<file path="src/rtl/fft_ctrl_pkg.sv">
// Shared types and constants for the 32-point radix-2 FFT stage sequencer.
// Counter widths are derived with clog2 so that a latency of 1 still gets a 1-bit counter.
package fft_ctrl_pkg;

  typedef enum logic [1:0] {
    IDLE  = 2'd0,
    RUN   = 2'd1,
    OUTLD = 2'd2,
    HOLD  = 2'd3
  } state_e;

  localparam int FFT_POINTS     = 32;
  localparam int NUM_STAGES_DEF = 5;

  // Minimum width is 1, so a single-cycle counter still has a real register bit.
  function automatic int clog2(input int n);
    int w;
    w = 1;
    while ((1 << w) < n) w++;
    return w;
  endfunction

endpackage

</file>
<file path="src/rtl/fft_lat_counter.sv">
// Modulo-LAT wait counter for the butterfly settle time of one stage.
// tc_o marks the last settle cycle; the counter wraps to 0 on the next enabled edge.
module fft_lat_counter
  import fft_ctrl_pkg::*;
#(
  parameter int LAT = 1,
  parameter int W   = clog2(LAT)
) (
  input  logic clk,
  input  logic rst,
  input  logic clr_i,
  input  logic en_i,
  output logic tc_o
);

  logic [W-1:0] cnt_q, cnt_d;

  // With LAT=1 the terminal count is 0, so the counter never leaves 0.
  assign tc_o = (cnt_q == W'(LAT - 1));

  always_comb begin
    cnt_d = cnt_q;
    if (clr_i) begin
      cnt_d = '0;
    end else if (en_i) begin
      cnt_d = tc_o ? '0 : cnt_q + W'(1);
    end
  end

  always_ff @(posedge clk or posedge rst) begin
    if (rst) begin
      cnt_q <= '0;
    end else begin
      cnt_q <= cnt_d;
    end
  end

endmodule

</file>
<file path="src/rtl/fft_stage_ctrl.sv">
// Sequencer for the FFT register pipeline: accepts a frame, walks the one-hot
// stage enables, loads the output register file and holds it until the sink takes it.
module fft_stage_ctrl
  import fft_ctrl_pkg::*;
#(
  parameter int NUM_STAGES = NUM_STAGES_DEF,
  parameter int STAGE_LAT  = 1,
  parameter int CNT_W      = 16
) (
  input  logic                  CLK,
  input  logic                  RST,
  input  logic                  ABORT,
  input  logic                  IN_VALID,
  output logic                  IN_READY,
  output logic                  EN_IN,
  output logic [NUM_STAGES-1:0] EN_STG,
  output logic                  EN_OUT,
  output logic                  OUT_VALID,
  input  logic                  OUT_READY,
  output logic [2:0]            STAGE_IDX,
  output logic                  BUSY,
  output logic [CNT_W-1:0]      FRAME_CNT
);

  localparam int STG_W = clog2(NUM_STAGES);

  state_e             state_q, state_d;
  logic [STG_W-1:0]   stage_q, stage_d;
  logic [CNT_W-1:0]   frame_cnt_q, frame_cnt_d;
  logic               in_run;
  logic               wait_tc;
  logic               last_stage;

  assign in_run     = (state_q == RUN);
  assign last_stage = (stage_q == STG_W'(NUM_STAGES - 1));

  fft_lat_counter #(
    .LAT (STAGE_LAT)
  ) u_wait (
    .clk   (CLK),
    .rst   (RST),
    .clr_i (ABORT | ~in_run),
    .en_i  (in_run),
    .tc_o  (wait_tc)
  );

  // Input capture is the only same-cycle path; it must not fire under abort or reset.
  assign IN_READY  = (state_q == IDLE);
  assign EN_IN     = IN_VALID & IN_READY & ~ABORT & ~RST;
  assign EN_OUT    = (state_q == OUTLD) & ~ABORT;
  assign OUT_VALID = (state_q == HOLD);
  assign BUSY      = (state_q != IDLE);
  assign STAGE_IDX = in_run ? 3'(stage_q) : 3'd0;
  assign FRAME_CNT = frame_cnt_q;

  generate
    for (genvar gi = 0; gi < NUM_STAGES; gi++) begin : g_stg_en
      assign EN_STG[gi] = in_run & wait_tc & ~ABORT & (stage_q == STG_W'(gi));
    end
  endgenerate

  always_comb begin
    state_d     = state_q;
    stage_d     = stage_q;
    frame_cnt_d = frame_cnt_q;
    unique case (state_q)
      IDLE: begin
        if (EN_IN) begin
          state_d = RUN;
          stage_d = '0;
        end
      end
      RUN: begin
        if (wait_tc) begin
          if (last_stage) begin
            state_d = OUTLD;
            stage_d = '0;
          end else begin
            stage_d = stage_q + STG_W'(1);
          end
        end
      end
      OUTLD: begin
        state_d = HOLD;
      end
      HOLD: begin
        if (OUT_READY) begin
          state_d     = IDLE;
          frame_cnt_d = frame_cnt_q + CNT_W'(1);
        end
      end
      default: begin
        state_d = IDLE;
        stage_d = '0;
      end
    endcase
    // Abort discards the frame in flight, including a handshake in the same cycle.
    if (ABORT) begin
      state_d     = IDLE;
      stage_d     = '0;
      frame_cnt_d = frame_cnt_q;
    end
  end

  always_ff @(posedge CLK or posedge RST) begin
    if (RST) begin
      state_q     <= IDLE;
      stage_q     <= '0;
      frame_cnt_q <= '0;
    end else begin
      state_q     <= state_d;
      stage_q     <= stage_d;
      frame_cnt_q <= frame_cnt_d;
    end
  end

endmodule

</file>
<file path="config.mk">
export PLATFORM = sky130hd
export DESIGN_NAME = fft_stage_ctrl
export DESIGN_NICKNAME = d
export VERILOG_FILES = /design/src/rtl/fft_ctrl_pkg.sv /design/src/rtl/fft_lat_counter.sv /design/src/rtl/fft_stage_ctrl.sv
export SDC_FILE = /design/constraint.sdc
export NUM_CORES = 1
export LEC_CHECK = 0
export BUFFER_PORTS_ARGS = -buffer_cell sky130_fd_sc_hd__buf_4
export CORE_MARGIN = 2
export CORE_UTILIZATION = 57
export CTS_BUF_LIST = sky130_fd_sc_hd__clkbuf_2 sky130_fd_sc_hd__clkbuf_4 sky130_fd_sc_hd__clkbuf_8
export CTS_CLUSTER_DIAMETER = 40
export DETAILED_ROUTE_END_ITERATION = 7
export HOLD_SLACK_MARGIN = 0.05
export PLACE_DENSITY = 0.92
export RECOVER_POWER = 25
export SLEW_MARGIN = 10
export SYNTH_ARGS = -nofsm -noshare
export SYNTH_HDL_FRONTEND = slang
export SYNTH_SLANG_ARGS = --single-unit
</file>
<file path="constraint.sdc">
create_clock -name CLK -period 3.7 [get_ports CLK]
set_input_delay 0.74 -clock CLK [delete_from_list [all_inputs] [get_ports CLK]]
set_output_delay 0.74 -clock CLK [all_outputs]
set_load 0.02 [all_outputs]
</file>
==> run_results.csv, run 1 <==
group,metric,value,unit
final_layout,area_growth,24.2,%
final_layout,fin_nets,160,
critical_path,cp-end-kind,"primary output",
pwr,leakagePower,0.776,nW
route,vias,898,
timing,finalSetupTns,0,ns
clock_network,cts_hold_buf,0,
clock_network,clock_latency,0.29,ns
critical_path,critPathKind,"reg2out",
global_route,grt_overflow,0,
die,core-area,0.00196,mm^2
synth,yosysMostFrequentCell,"dfrtp_1",
timing,slew_violations,0,
timing,setup_slack,1.11,ns
die,rows,16,
placed_design,dp_slack,1.39,ns
synth,yosys.cell_types.count,27,
clock_network,numCtsBuffers,3,
global_route,grt_antenna_before_repair,0,
final_layout,drive_gt1_share,29.2,%
route,drt_iter0_drc,11,
timing,relSlewSlack,48.0,%
placed_design,dpl.hpwl,1700,um
route,via_per_inst,5.25,
critical_path,r2r_cells,5,
final_layout,fin_util,74.9,%
synth,synth_area_leaders,"dfrtp_1, ha_1, xnor2_1, mux2i_1, xor2_1",
critical_path,cp-start-kind,"flip-flop",
critical_path,ff2ff_setup_slack,1.97,ns
clock_network,tritoncts,"done",
die,die_w,49.5,um
clock_network,cts_sinks,21,
timing,min_period,2.59,ns
global_route,grt_pass1_vias,891,
timing,rsz0062_at_grt,"false",
synth,ys.flop_type,"dfrtp_1",
route,wirelength,2220,um
critical_path,endpoint,"EN_STG[1]",
critical_path,worst_path_max_delay_cell,"dfrtp_1",
synth,syn-cell-area,0.00118,mm^2
flow_run,cap_violations,0,
clock_network,h-tree-depth,1,
timing,post-route-period-util,70.1,%
placed_design,port_buffers,33,
timing,hold_violations,0,
min_path,worstHoldStart,"FRAME_CNT[15]$_DFFE_PP0P_",
synth,ys_seq_area_share,44.4,%
timing,fmax,386,MHz
synth,syn_nets,124,
die,die-area,0.00245,mm^2
clock_network,post_cts_buffers,0,
route,wire_per_inst,13.0,um
route,ant_nets,0,
synth,synth-seq-cells,21,
pwr,cellPowerDensity,418,mW/mm^2
critical_path,crit_chain,"inv_1 > ha_1 > nor2b_1 > and3_1 > buf_4",
synth,synth_edf_count,0,
timing,tightest_slew,0.780,ns
final_layout,antenna_cells,0,
die,io_pins,34,
synth,yosysTopAreaCell,"dfrtp_1",
synth,synth_common_cells,"dfrtp_1, ha_1, xnor2_1, inv_1, nor2_1",
critical_path,critPathRequiredTime,2.96,ns
synth,syn_inst,109,
clock_network,clock_path_buffers,2,
min_path,hp-class,"reg2reg",
placed_design,placement.cell_area,0.00144,mm^2
critical_path,rr_startpoint,"state_q[0]$_DFFE_PP0P_",
global_route,grt_use_total,19.7,%
critical_path,cp-startpoint,"state_q[1]$_DFFE_PP0P_",
clock_network,cts.repair.resized,0,
pwr,p_total,613,uW
global_route,grt_first_pass_wirelength,3900,um
synth,synthArstFlopShare,100,%
outcome,status,"completed",
synth,syn_avg_cell_area,10.8,um^2
placed_design,globalplace.congestion,0.860,
timing,finalSetupViolCount,0,
die,dieHeight,49.5,um
route,drt_pass1_iterations,4,
route,drcViolationCount,0,
die,initial_core_util,60.3,%
critical_path,arrival,1.85,ns
critical_path,crit_fanout,8,
timing,skew,0.000955,ns
synth,synth-warning-count,0,
final_layout,fin_area,0.00147,mm^2
final_layout,fillers,136,
pwr,peakVddDrop,328,uV
clock_network,clk_pin_slew_worst_paths,0.12,ns
clock_network,cts-root-buf,"clkbuf_4",
synth,netlist.area_leader.share,44.4,%
global_route,grt_max_degree,22,
critical_path,r2r-end,"FRAME_CNT[14]$_DFFE_PP0P_",
critical_path,max_stage_delay,0.43,ns
## per-stage QoR
stage               cells  hold slack, ns
finish                171           0.487
global route          171           0.515
CTS                   171           0.490
detailed placement    167           0.473
global placement      167           0.461
floorplan             109           0.538
## flip-flops by register name (all words and copies together), names as in the netlist
| register | count |
|---|---|
| stage_q | 3 |
| FRAME_CNT | 16 |
| state_q | 2 |
## layout by cell type, fill, tap and decap left out, types with 2 or more instances in the layout
cell type   n
nor2_1      7
nor2b_1     4
dfrtp_1    21
xnor2_1    10
mux2i_1     4
nand2b_1    2
nand3_1     4
xor2_1      4
nor3_1      2
buf_4      32
and2_1      5
clkbuf_4    4
nand2_1     5
and3_1      5
nand3b_1    2
inv_1       7
ha_1       10
nand4_1     5
## cell families (layout without fill, tap and decap cells)
group,count (synthesis),in the layout,share of synthesized area [%]
multiplexers,5,5,4.34
flip-flops,21,21,44.4
buffers and inverters,9,44,4.13
XOR/XNOR,15,15,11.7
AO/OA/AOI/OAI,3,3,1.90
adder cells (fa/ha/maj),10,10,10.6
AND/OR/NAND/NOR,46,46,22.9
## worst min path at each step
stage | end | cells after the start
2_1_floorplan | state_q[1]$_DFFE_PP0P_ | 2
3_3_place_gp | FRAME_CNT[15]$_DFFE_PP0P_ | 1
3_5_place_dp | FRAME_CNT[15]$_DFFE_PP0P_ | 1
4_1_cts | FRAME_CNT[15]$_DFFE_PP0P_ | 1
5_1_grt | FRAME_CNT[15]$_DFFE_PP0P_ | 1
6_report | FRAME_CNT[15]$_DFFE_PP0P_ | 1
## critical path: cells and delay by family (launching register included)
kind / cells / cell delay (ns)
adders and majority gates: 1 / 0.27
buffers and inverters: 2 / 0.21
DFF: 1 / 0.43
and+or+nand+nor: 2 / 0.64
## area by class of cell
| type | instances | area, um^2 | area share (%) |
|---|---|---|---|
| multi-input combinational | 79 | 608 | 41.4 |
| tap | 27 | 33.8 | 2.30 |
| inverter | 7 | 26.3 | 1.79 |
| clock buffer | 3 | 22.5 | 1.53 |
| sequential | 21 | 526 | 35.8 |
| timing repair buffer | 33 | 248 | 16.9 |
| clock inverter | 1 | 5.00 | 0.341 |
## power breakdown
| part | leakage [nW] | internal [mW] | total (mW) | switching (mW) |
|---|---|---|---|---|
| clock | 0.0177 | 0.0402 | 0.109 | 0.0692 |
| combinational | 0.467 | 0.100 | 0.238 | 0.138 |
| sequential | 0.292 | 0.247 | 0.266 | 0.0191 |
## metal layers
metal  share of wire, %  wire length (um)  track usage, %  up-vias
li1                   -                 -               -      435
met1                 44               986            25.9      449
met2                 53              1180            36.0       14
met3                2.3                52            2.73        0
met4                  0                 0            1.39        0
met5                  0                 0               0        -
Power figures use the tool's default switching activity.
==> run 2, diff against run 1 <==
--- a/config.mk
+++ b/config.mk
@@ -7,12 +7,12 @@
 export LEC_CHECK = 0
 export BUFFER_PORTS_ARGS = -buffer_cell sky130_fd_sc_hd__buf_4
 export CORE_MARGIN = 2
-export CORE_UTILIZATION = 57
+export CORE_UTILIZATION = 53
 export CTS_BUF_LIST = sky130_fd_sc_hd__clkbuf_2 sky130_fd_sc_hd__clkbuf_4 sky130_fd_sc_hd__clkbuf_8
 export CTS_CLUSTER_DIAMETER = 40
 export DETAILED_ROUTE_END_ITERATION = 7
 export HOLD_SLACK_MARGIN = 0.05
-export PLACE_DENSITY = 0.92
+export PLACE_DENSITY = 0.86
 export RECOVER_POWER = 25
 export SLEW_MARGIN = 10
 export SYNTH_ARGS = -nofsm -noshare
==> constraint.sdc (replaced) <==
create_clock -name CLK -period 2.4 [get_ports CLK]
set_input_delay 0.48 -clock CLK [delete_from_list [all_inputs] [get_ports CLK]]
set_output_delay 0.48 -clock CLK [all_outputs]
set_load 0.02 [all_outputs]
==> run 2 against run 1 <==
Clock skew increased by 0.0011 ns. Core utilization decreased by 7.0 points. Global-route usage increased by 0.37 points. Worst setup slack got worse by 0.90 ns. Non-clock buffer count unchanged. Final cell count increased by 0.58%. Worst hold slack got worse by 0.17 ns. Clock power increased by 59%. Sequential power increased by 55%.
==> run_results.csv, run 2 (synthesized netlist as in run 1, its figures left out) <==
group,metric,value,unit
route,drt_iter0_drc,7,
timing,hold_violations,0,
flow_run,cap_violations,0,
timing,finalSetupTns,0,ns
route,ant_nets,0,
die,io_pins,34,
final_layout,fin_nets,160,
global_route,grt_pass1_vias,855,
timing,tightest_slew,0.781,ns
timing,slew_violations,0,
final_layout,largest_register_ffs,16,
global_route,grt_antenna_before_repair,0,
timing,min_period,2.19,ns
placed_design,globalplace.congestion,0.788,
critical_path,cp-end-kind,"primary output",
clock_network,cts_sinks,21,
die,die-area,0.00262,mm^2
placed_design,dpl.hpwl,1750,um
route,via_per_inst,5.02,
route,drt_pass1_iterations,4,
timing,skew,0.00209,ns
critical_path,r2r-end,"FRAME_CNT[14]$_DFFE_PP0P_",
min_path,hp-class,"in2async",
final_layout,final_common_cell,"buf_4",
timing,finalSetupViolCount,0,
timing,fin_hold_ws,0.314,ns
clock_network,h-tree-depth,1,
final_layout,drive_gt1_share,29.9,%
clock_network,tritoncts,"done",
critical_path,r2r_cells,5,
critical_path,arrival,1.71,ns
route,wirelength,2250,um
die,core-area,0.00217,mm^2
final_layout,seq_area,526,um^2
critical_path,critPathRequiredTime,1.92,ns
global_route,grt_use_total,20.1,%
route,drcViolationCount,0,
route,vias,863,
clock_network,numCtsBuffers,3,
pwr,leakagePower,0.776,nW
critical_path,crit_fanout,8,
critical_path,ff2ff_setup_slack,0.67,ns
critical_path,cp-startpoint,"state_q[1]$_DFFE_PP0P_",
clock_network,clk_pin_slew_worst_paths,0.12,ns
pwr,cellPowerDensity,649,mW/mm^2
clock_network,clock_latency,0.31,ns
die,dieHeight,51.2,um
critical_path,rr_startpoint,"state_q[0]$_DFFE_PP0P_",
die,initial_core_util,54.5,%
critical_path,critPathKind,"reg2out",
global_route,grt_max_degree,22,
final_layout,antenna_cells,0,
clock_network,post_cts_buffers,0,
final_layout,area_growth,24.6,%
timing,post-route-period-util,91.3,%
clock_network,clock_path_buffers,2,
route,wire_per_inst,13.1,um
timing,relSlewSlack,47.9,%
die,rows,17,
final_layout,multiInputGateArea,611,um^2
global_route,grt_overflow,0,
global_route,grt_first_pass_wirelength,3890,um
outcome,status,"completed",
timing,setup_slack,0.208,ns
clock_network,cts-root-buf,"clkbuf_4",
timing,rsz0062_at_grt,"false",
placed_design,dp_slack,0.429,ns
placed_design,port_buffers,33,
timing,fmax,456,MHz
final_layout,mostFrequentLayoutCells,"buf_4, dfrtp_1, xnor2_1, ha_1",
die,die_w,51.2,um
critical_path,cp-start-kind,"flip-flop",
final_layout,fillers,191,
pwr,peakVddDrop,416,uV
==> run 2: changes by cell type in the layout (fill, tap and decap cells not counted) <==
cell     delta
nor2b_1     -1
nor2b_2     +1
==> run 2: worst max path at each step <==
stage,to,depth (start not counted)
finish,EN_STG[1],5
global route,EN_STG[4],5
floorplan,EN_IN,4
CTS,EN_STG[1],5
detailed placement,EN_STG[1],5
global placement,EN_STG[2],5
==> run 2: power breakdown <==
part / leakage, nW / total (mW) / switching, mW / internal, mW
registers: 0.292 / 0.412 / 0.0321 / 0.380
logic: 0.467 / 0.371 / 0.213 / 0.158
clock network: 0.0177 / 0.173 / 0.110 / 0.0623
total: 0.776 / 0.956 / 0.356 / 0.600
==> run 2: cell type report <==
| type | count | area share [%] |
|---|---|---|
| multi-input cells | 79 | 41.5 |
| flip-flops and latches | 21 | 35.7 |
| repair buffers | 33 | 16.8 |
| well taps | 28 | 2.38 |
| inverters | 7 | 1.78 |
| clock buffers | 3 | 1.53 |
| clock inverters | 1 | 0.340 |
==> run 2: critical path, stage by stage (launching register included) <==
cell	delay, ns
dfrtp_1	0.43
inv_1	0.09
ha_1	0.25
nor2b_2	0.30
and3_1	0.19
buf_4	0.14
==> run 2: timing repair <==
item | in CTS | in global routing
gates resized for setup | 0 | 1
hold buffers | 0 | 0
setup endpoints to repair | 0 | 5
==> run 2: routing by layer <==
metal	wire length (um)	vias up	GRT usage [%]
met1	978	404	25.5
met3	71	4	2.63
met2	1170	16	34.2
met5	0	-	0
met4	36	0	9.21
li1	-	439	-
==> run 2: through the flow <==
step | std cells | total power, mW | area, um^2 | util (%)
4_1_cts | 172 | 0.965 | 1470 | 67.8
6_report | 172 | 0.956 | 1470 | 67.9
2_1_floorplan | 109 | 0.664 | 1180 | -
3_5_place_dp | 168 | 0.793 | 1440 | 66.5
5_1_grt | 172 | 1.03 | 1470 | 67.9
3_3_place_gp | 168 | 0.764 | 1440 | 66.5
==> run 3, diff against run 2 <==
==> constraint.sdc (replaced) <==
create_clock -name CLK -period 2.4 [get_ports CLK]
set_input_delay 0.48 -clock CLK [delete_from_list [all_inputs] [get_ports CLK]]
set_output_delay 0.48 -clock CLK [all_outputs]
set_load 0.05 [all_outputs]
==> run 3 against run 2 <==
Routed wire length grew 0.80%. Register-to-register slack got worse by 0.03 ns. Power increased by 13%. Design area up 1.3%. Die area unchanged. Sequential cell count stayed put. Worst setup slack got worse by 0.036 ns. Critical path type unchanged. Largest cell class unchanged.
==> run_results.csv, run 3 (synthesized netlist as in run 1, its figures left out) <==
group,metric,value,unit
timing,setup_slack,0.172,ns
timing,skew,0.00253,ns
min_path,hp-class,"in2async",
timing,finalSetupViolCount,0,
clock_network,cts-root-buf,"clkbuf_4",
pwr,power.share.switching,43.3,%
placed_design,globalplace.congestion,0.809,
die,io_pins,34,
die,die-area,0.00262,mm^2
timing,post-route-period-util,92.8,%
critical_path,cp-startpoint,"state_q[1]$_DFFE_PP0P_",
clock_network,numCtsBuffers,3,
pwr,leakagePower,0.779,nW
critical_path,critPathRequiredTime,1.92,ns
flow_run,cap_violations,0,
critical_path,arrival,1.75,ns
timing,slew_violations,0,
final_layout,multiInputGateArea,629,um^2
route,wire_per_inst,13.2,um
die,die_w,51.2,um
critical_path,critPathKind,"reg2out",
pwr,power_frac_comb,46.1,%
die,core-area,0.00217,mm^2
critical_path,r2r-end,"FRAME_CNT[14]$_DFFE_PP0P_",
final_layout,drive_gt1_share,31.3,%
timing,fmax,449,MHz
timing,tightest_slew,0.785,ns
timing,rsz0062_at_grt,"false",
pwr,cellPowerDensity,725,mW/mm^2
clock_network,tritoncts,"done",
outcome,status,"completed",
critical_path,rr_startpoint,"state_q[0]$_DFFE_PP0P_",
die,dieHeight,51.2,um
global_route,grt_first_pass_wirelength,3880,um
timing,min_period,2.23,ns
critical_path,r2r_cells,5,
final_layout,fin_area,0.00149,mm^2
final_layout,layout.cells.non_filler,172,
clock_network,clock_path_buffers,2,
final_layout,area_growth,26.1,%
route,drcViolationCount,0,
pwr,intPower,613,uW
final_layout,final_common_cell,"buf_4",
pwr,pwr-share-seq,38.0,%
final_layout,seq_area,526,um^2
final_layout,largest_register_ffs,16,
clock_network,post_cts_buffers,0,
placed_design,place_inst,168,
timing,hold_violations,0,
placed_design,dpl.hpwl,1760,um
timing,relSlewSlack,47.6,%
placed_design,dp_slack,0.352,ns
final_layout,fin_nets,160,
critical_path,ff2ff_setup_slack,0.64,ns
timing,finalSetupTns,0,ns
pwr,p_total,1.08,mW
pwr,power_switching,468,uW
global_route,grt_max_degree,22,
route,wirelength,2270,um
placed_design,placement.cell_area,0.00146,mm^2
global_route,grt_pass1_vias,864,
global_route,grt_antenna_before_repair,0,
die,initial_core_util,54.5,%
pwr,peakVddDrop,589,uV
timing,fin_hold_ws,0.317,ns
route,ant_nets,0,
route,via_per_inst,5.24,
global_route,grt_use_total,20.1,%
clock_network,h-tree-depth,1,
critical_path,crit_fanout,8,
clock_network,cts_sinks,21,
global_route,grt_overflow,0,
clock_network,clk_pin_slew_worst_paths,0.12,ns
critical_path,cp-end-kind,"primary output",
route,drt_iter0_drc,10,
final_layout,mostFrequentLayoutCells,"buf_4, dfrtp_1, xnor2_1",
clock_network,clock_latency,0.30,ns
final_layout,fillers,188,
pwr,clkPwrFrac,15.9,%
route,vias,902,
critical_path,cp-start-kind,"flip-flop",
final_layout,fin_util,68.7,%
final_layout,antenna_cells,0,
die,rows,17,
placed_design,port_buffers,33,
route,drt_pass1_iterations,4,
==> run 3: cell types whose count changed in the layout (fill, tap and decap cells not counted) <==
cell     change
ha_1         -1
ha_2         +1
nor2b_2      -1
nor2b_4      +1
nor3_1       -1
nor3_4       +1
==> run 3: final cells by class <==
| class | count | share of cell area, % |
|---|---|---|
| Timing Repair Buffer | 33 | 16.6 |
| Tap cell | 28 | 2.35 |
| Clock inverter | 1 | 0.336 |
| Inverter | 7 | 1.76 |
| Multi-Input combinational cell | 79 | 42.2 |
| Clock buffer | 3 | 1.51 |
| Sequential cell | 21 | 35.2 |
==> run 3: power groups by stage <==
stage	clock, mW	combinational [mW]	sequential (mW)
after global routing	0.194	0.547	0.416
after CTS	0.174	0.493	0.412
final	0.172	0.498	0.411
after detailed placement	0	0.491	0.419
after floorplan	0	0.354	0.430
after global placement	0	0.471	0.414
==> run 3: worst max path at each step <==
stage                end  slack, ns  cells past startpoint
2_1_floorplan  EN_STG[4]       0.17                      4
3_3_place_gp   EN_STG[0]       0.46                      5
3_5_place_dp   EN_STG[1]       0.35                      5
4_1_cts        EN_STG[1]      0.003                      5
5_1_grt        EN_STG[4]       0.03                      5
6_report       EN_STG[1]       0.17                      5
==> run 3: worst max-delay path: stages (launching register included) <==
cell and delay [ns]:
dfrtp_1 0.43, inv_1 0.10, ha_1 0.27, nor2b_4 0.26, and3_1 0.19, buf_4 0.20
==> run 3: repair_timing <==
action / 4_1_cts / 5_1_grt
endpoints found under the setup margin: 0 / 5
resized for setup: 0 / 2
hold buffers: 0 / 0
==> run 3: layer usage <==
layer / track usage [%] / share of wire (%)
met4: 7.89 / 0.88
met1: 24.0 / 41
met5: 0 / 0
met3: 2.63 / 3.5
met2: 36.6 / 55
